==> src/rtl/alu_pkg.sv <==
// Shared encodings for the 6502-style ALU: one-hot op selects and the BCD fix-up constant.
package alu_pkg;

  localparam logic [4:0] SUMS = 5'b00001;
  localparam logic [4:0] ANDS = 5'b00010;
  localparam logic [4:0] ORS  = 5'b00100;
  localparam logic [4:0] EORS = 5'b01000;
  localparam logic [4:0] SRS  = 5'b10000;

  localparam logic [3:0] BCD_ADJ = 4'h6;

  // Request vector is {srs, eors, ors, ands, sums}; lowest bit wins when several are set.
  function automatic logic [4:0] op_pick(input logic [4:0] req);
    logic [4:0] sel;
    sel = '0;
    if (req[0])      sel = SUMS;
    else if (req[1]) sel = ANDS;
    else if (req[2]) sel = ORS;
    else if (req[3]) sel = EORS;
    else if (req[4]) sel = SRS;
    return sel;
  endfunction

endpackage

==> src/rtl/alu_bcd_unit_bcd_adjust.sv <==
// Decimal-adjust stage: per-nibble +6 / -6 correction of the raw adder result, no inter-nibble carry.
module bcd_adjust
  import alu_pkg::*;
(
  input  logic       dsa,
  input  logic       daa,
  input  logic       hc,
  input  logic       acr,
  input  logic [7:0] sb,
  output logic [7:0] sb_ac
);

  logic [3:0] lo_n;
  logic [3:0] hi_n;

  always_comb begin
    lo_n = sb[3:0];
    hi_n = sb[7:4];
    if (daa) begin
      if (hc)  lo_n = sb[3:0] + BCD_ADJ;
      if (acr) hi_n = sb[7:4] + BCD_ADJ;
    end else if (dsa) begin
      if (!hc)  lo_n = sb[3:0] - BCD_ADJ;
      if (!acr) hi_n = sb[7:4] - BCD_ADJ;
    end
    sb_ac = {hi_n, lo_n};
  end

endmodule

==> src/rtl/alu_bcd_unit.sv <==
// 8-bit NMOS-6502 ALU: binary core, decimal adjust, and a one-cycle output hold register.
module alu_bcd_unit
  import alu_pkg::*;
(
  input  logic       clk,
  input  logic       rst,
  input  logic [7:0] a,
  input  logic [7:0] b,
  input  logic       i_addc,
  input  logic       daa,
  input  logic       dsa,
  input  logic       sums,
  input  logic       ands,
  input  logic       ors,
  input  logic       eors,
  input  logic       srs,
  output logic [7:0] sb,
  output logic [7:0] sb_ac,
  output logic       acr,
  output logic       hc,
  output logic       avr
);

  logic [4:0] op_sel;
  logic       is_sum;
  logic [4:0] lo;
  logic [4:0] hi;
  logic       hc_add;
  logic       acr_add;
  logic       avr_add;
  logic [7:0] res_sb;
  logic [7:0] res_sb_ac;
  logic       res_acr;
  logic       res_hc;
  logic       res_avr;

  assign op_sel = op_pick({srs, eors, ors, ands, sums});
  assign is_sum = (op_sel == SUMS);

  // In decimal add the nibble carries are the ">9" detects, chained into the high nibble.
  always_comb begin
    lo      = {1'b0, a[3:0]} + {1'b0, b[3:0]} + {4'b0000, i_addc};
    hc_add  = daa ? (lo > 5'd9) : lo[4];
    hi      = {1'b0, a[7:4]} + {1'b0, b[7:4]} + {4'b0000, hc_add};
    acr_add = daa ? (hi > 5'd9) : hi[4];
    avr_add = ~(a[7] ^ b[7]) & (a[7] ^ hi[3]);
  end

  always_comb begin
    res_sb  = '0;
    res_acr = 1'b0;
    res_hc  = 1'b0;
    res_avr = 1'b0;
    case (op_sel)
      SUMS: begin
        res_sb  = {hi[3:0], lo[3:0]};
        res_acr = acr_add;
        res_hc  = hc_add;
        res_avr = avr_add;
      end
      ANDS: res_sb = a & b;
      ORS:  res_sb = a | b;
      EORS: res_sb = a ^ b;
      SRS: begin
        res_sb  = {i_addc, a[7:1]};
        res_acr = a[0];
      end
      default: ;
    endcase
  end

  bcd_adjust u_bcd_adjust (
    .dsa   (dsa & is_sum),
    .daa   (daa & is_sum),
    .hc    (res_hc),
    .acr   (res_acr),
    .sb    (res_sb),
    .sb_ac (res_sb_ac)
  );

  always_ff @(posedge clk or posedge rst) begin
    if (rst) begin
      sb    <= '0;
      sb_ac <= '0;
      acr   <= 1'b0;
      hc    <= 1'b0;
      avr   <= 1'b0;
    end else begin
      sb    <= res_sb;
      sb_ac <= res_sb_ac;
      acr   <= res_acr;
      hc    <= res_hc;
      avr   <= res_avr;
    end
  end

endmodule

==> config.mk <==
export PLATFORM = sky130hd
export DESIGN_NAME = alu_bcd_unit
export DESIGN_NICKNAME = d
export VERILOG_FILES = /design/src/rtl/alu_pkg.sv /design/src/rtl/alu_bcd_unit_bcd_adjust.sv /design/src/rtl/alu_bcd_unit.sv
export SDC_FILE = /design/constraint.sdc
export NUM_CORES = 1
export LEC_CHECK = 0
export CORE_UTILIZATION = 48
export DETAILED_ROUTE_END_ITERATION = 7
export PLACE_DENSITY = 0.8
export SLEW_MARGIN = 25
export SYNTH_ARGS = -nofsm -noshare
export SYNTH_HDL_FRONTEND = slang
export SYNTH_HIERARCHICAL = 1
export SYNTH_SLANG_ARGS = --single-unit
==> constraint.sdc <==
create_clock -name clk -period 0.8 [get_ports clk]
set_input_delay 0.16 -clock clk [delete_from_list [all_inputs] [get_ports clk]]
set_output_delay 0.16 -clock clk [all_outputs]
set_load 0.01 [all_outputs]
==> summary.md <==
| Metric | Value |
|---|---|
| Fin cells | `305` |
| Period utilization | `429%` |
| # DRC | `0` |
| Max-capacitance violation count | `0` |
| Die H | `58.7 um` |
| Crit path arrival time | `3.63 ns` |
| Final-report setup violation count | `38` |
| Pwr dens | `1380 nW/um2` |
| Switch Pwr | `1.25 mW` |
| Worst min path class | `primary input to asynchronous set/reset pin` |
| Inserted Clock Buffers | `3` |
| Die width | `58.7 um` |
| Combinational share of power | `54.8%` |
| CTS tree | `done` |
| Worst Path Required | `1.00 ns` |
| Seq/Total Area, Yosys | `30.8%` |
| Finished Core Util | `86.5%` |
| Post-CTS Hold Fix Bufs | `0` |
| Core ar. | `3050 um2` |
| Antenna Nets Post-Route | `0` |
| Commonest non-fill, non-tap cell in the layout | `buf_4` |
| Vias | `1,581` |
| Starting Density | `50.6%` |
| Slowest stage cell, crit path | `fa_2` |
| CTS Sinks | `19` |
| Most frequent cells in the layout | `buf_4 (50), buf_2 (21), dfrtp_1 (19)` |
| Total gr overflow | `0` |
| CP Cell Sequence | `buf_8 -> fa_2 -> fa_2 -> o21ai_2 -> o21a_1 -> fa_2 -> inv_2 -> fa_1 -> nand2_1 -> o21ai_1 -> a221o_1 -> inv_2 -> ha_4 -> mux2_4 -> mux2_4` |
| GR Util All Layers | `28.5%` |
| Area growth syn-to-layout | `70.9%` |
| Crit-path most repeated cell | `fa_2` |
| Worst-Margin Slew | `0.340 ns` |
| Dpl ws | `-3.35 ns` |
| N_diodes | `0` |
| I/O pins | `45` |
| Syn Inst Count | `158` |
| CTS H-Tree Depth | `1` |
| Die Footprint | `3450 um2` |
| Total power | `3.64 mW` |
| Cell internal pwr | `2.39 mW` |
| Min Hold Slack | `0.170 ns` |
| IO Port Bufs | `44` |
| Max transition margin | `77.3%` |
| Maximum VDD drop | `612 uV` |
| Layout cell share with drive strength beyond 1 | `51.3%` |
| Fmax | `292 MHz` |
| Post-DP HPWL | `3.26 mm` |
| Design Area, Final | `2640 um2` |
| Avg Cell Area, Syn | `9.78 um2` |
| Critical path fanouts, max | `2` |
| Unique masters post-synth | `36` |
| P_leak | `1.32 nW` |
| Setup CP Type | `primary input to flip-flop` |
| Setup TNS | `-29.03 ns` |
| Worst-case clock buffer depth | `2` |
| Layout Nets | `312` |
| Vias in the first global route | `1,658` |
| Placer Congestion | `0.930` |
| Clk network pwr share | `13.0%` |
| Failing checks | `negative setup slack` |
| Largest net degree at the start of global routing | `20` |
| Sw frac | `34.4%` |
| Mapped Area | `1550 um2` |
| Global-route wire length before repair | `7.39 mm` |
| Placed Area | `2410 um2` |
| Final WS setup | `-2.63 ns` |
| DR iter-0 viols | `43` |
| Critical Path Source Type | `primary input` |
| Status | `finished, violations left` |
| Synthesized flop and latch total | `19` |
| Final Hold Vio Count | `0` |
| Via/cell ratio | `5.18` |
| Crit-path max cell delay | `0.56 ns` |
| Tmin final | `3.43 ns` |
| Wire per inst | `15.2 um` |
| Initial antenna violation count | `0` |
| RSZ-0062 raised after global routing | `true` |
| Synthesized Nets | `208` |
| Placed instance count | `288` |
| Final wirelength | `4.63 mm` |
| CTS root buf | `clkbuf_4` |
| Worst setup EP type | `flip-flop` |
| Clock transition at the registers of the reported paths | `0.10 ns` |
| Drt pass-1 iters | `4` |
| Yosys warning total | `6` |
| Std cell rows | `20` |
| Seq pwr share | `32.2%` |
| Pins Over Slew Limit | `0` |
-- cell usage after synthesis (all sizes together) --
| master | count | area (um2) |
|---|---|---|
| a221o | 3 | 30.0 |
| buf | 6 | 56.3 |
| o21a | 1 | 7.51 |
| fa | 4 | 80.1 |
| nor2 | 2 | 7.51 |
| nand2b | 4 | 32.5 |
| o31ai | 1 | 7.51 |
| a21o | 3 | 22.5 |
| clkbuf | 1 | 3.75 |
| nor4 | 1 | 6.26 |
| and2 | 3 | 18.8 |
| o21ai | 14 | 73.8 |
| nand2 | 14 | 52.6 |
| a21oi | 7 | 35.0 |
| nor3b | 1 | 7.51 |
| dfrtp | 19 | 475 |
| nor4b | 1 | 23.8 |
| xor2 | 5 | 43.8 |
| mux2i | 2 | 20.0 |
| xnor2 | 4 | 35.0 |
| a221oi | 2 | 30.0 |
| o32ai | 2 | 17.5 |
| a22oi | 3 | 27.5 |
| o221ai | 1 | 8.76 |
| o211ai | 4 | 30.0 |
| mux2 | 2 | 22.5 |
| nor3 | 3 | 15.0 |
| inv | 23 | 86.3 |
| a2bb2oi | 2 | 17.5 |
| ha | 20 | 250 |
-- state kept, by name (all words and copies together) (netlist names) --
name	flops
avr	1
sb	8
acr	1
sb_ac	8
hc	1
-- layout make-up --
| cell class | count | area (um2) |
|---|---|---|
| multi-input cells | 109 | 1140 |
| repair buffers | 106 | 860 |
| flip-flops and latches | 19 | 475 |
| fillers | 164 | 413 |
| inverters | 23 | 86.3 |
| well taps | 44 | 55.1 |
| clock buffers | 4 | 26.3 |
-- cells by family (layout without fill, tap and decap cells) --
logic type	after synthesis	after routing	share of synthesized area (%)
xor+xnor	9	9	5.10
buf+inv	30	133	9.47
fa+ha+maj	24	24	21.4
flops	19	19	30.8
compound gates	43	43	19.9
mux	4	4	2.75
simple gates	29	29	10.6
-- critical path: cells and delay by family --
| kind | cells | cell delay [ns] |
|---|---|---|
| mux | 2 | 0.52 |
| buf+inv | 3 | 0.27 |
| compound gates | 4 | 0.65 |
| simple gates | 1 | 0.08 |
| fa+ha+maj | 5 | 1.94 |
-- per-layer routing --
layer / routed length, um / up-vias / GRT usage, %
met5: 0 / - / 0
met3: 152 / 17 / 3.08
li1: - / 747 / -
met2: 2550 / 53 / 55.8
met1: 1790 / 764 / 31.4
met4: 138 / 0 / 9.86
-- what timing repair did --
item / 4_1_cts / 5_1_grt
gates cloned: 0 / 0
resized for setup: 146 / 17
setup buffers: 13 / 4
hold endpoints to repair: 0 / 0
setup endpoints to repair: 38 / 38
pin swaps: 24 / 21
-- power groups by stage --
stage / logic [mW] / clock network [mW] / registers [mW]
after detailed placement: 1.74 / 0 / 1.20
after CTS: 1.85 / 0.471 / 1.17
after global routing: 2.13 / 0.528 / 1.19
after global placement: 1.68 / 0 / 1.20
final: 1.99 / 0.474 / 1.17
after floorplan: 0.714 / 0 / 1.30
-- path summary, 6_finish.rpt --
kind                       startpoint       end  slack (ns)
max                              a[0]  sb_ac[6]       -2.63
min                               rst  sb_ac[7]        0.17
max in group asynchronous         rst  sb_ac[0]        0.50
min in group clk               i_addc     sb[7]        0.31
(Power assumes the default switching activity.)
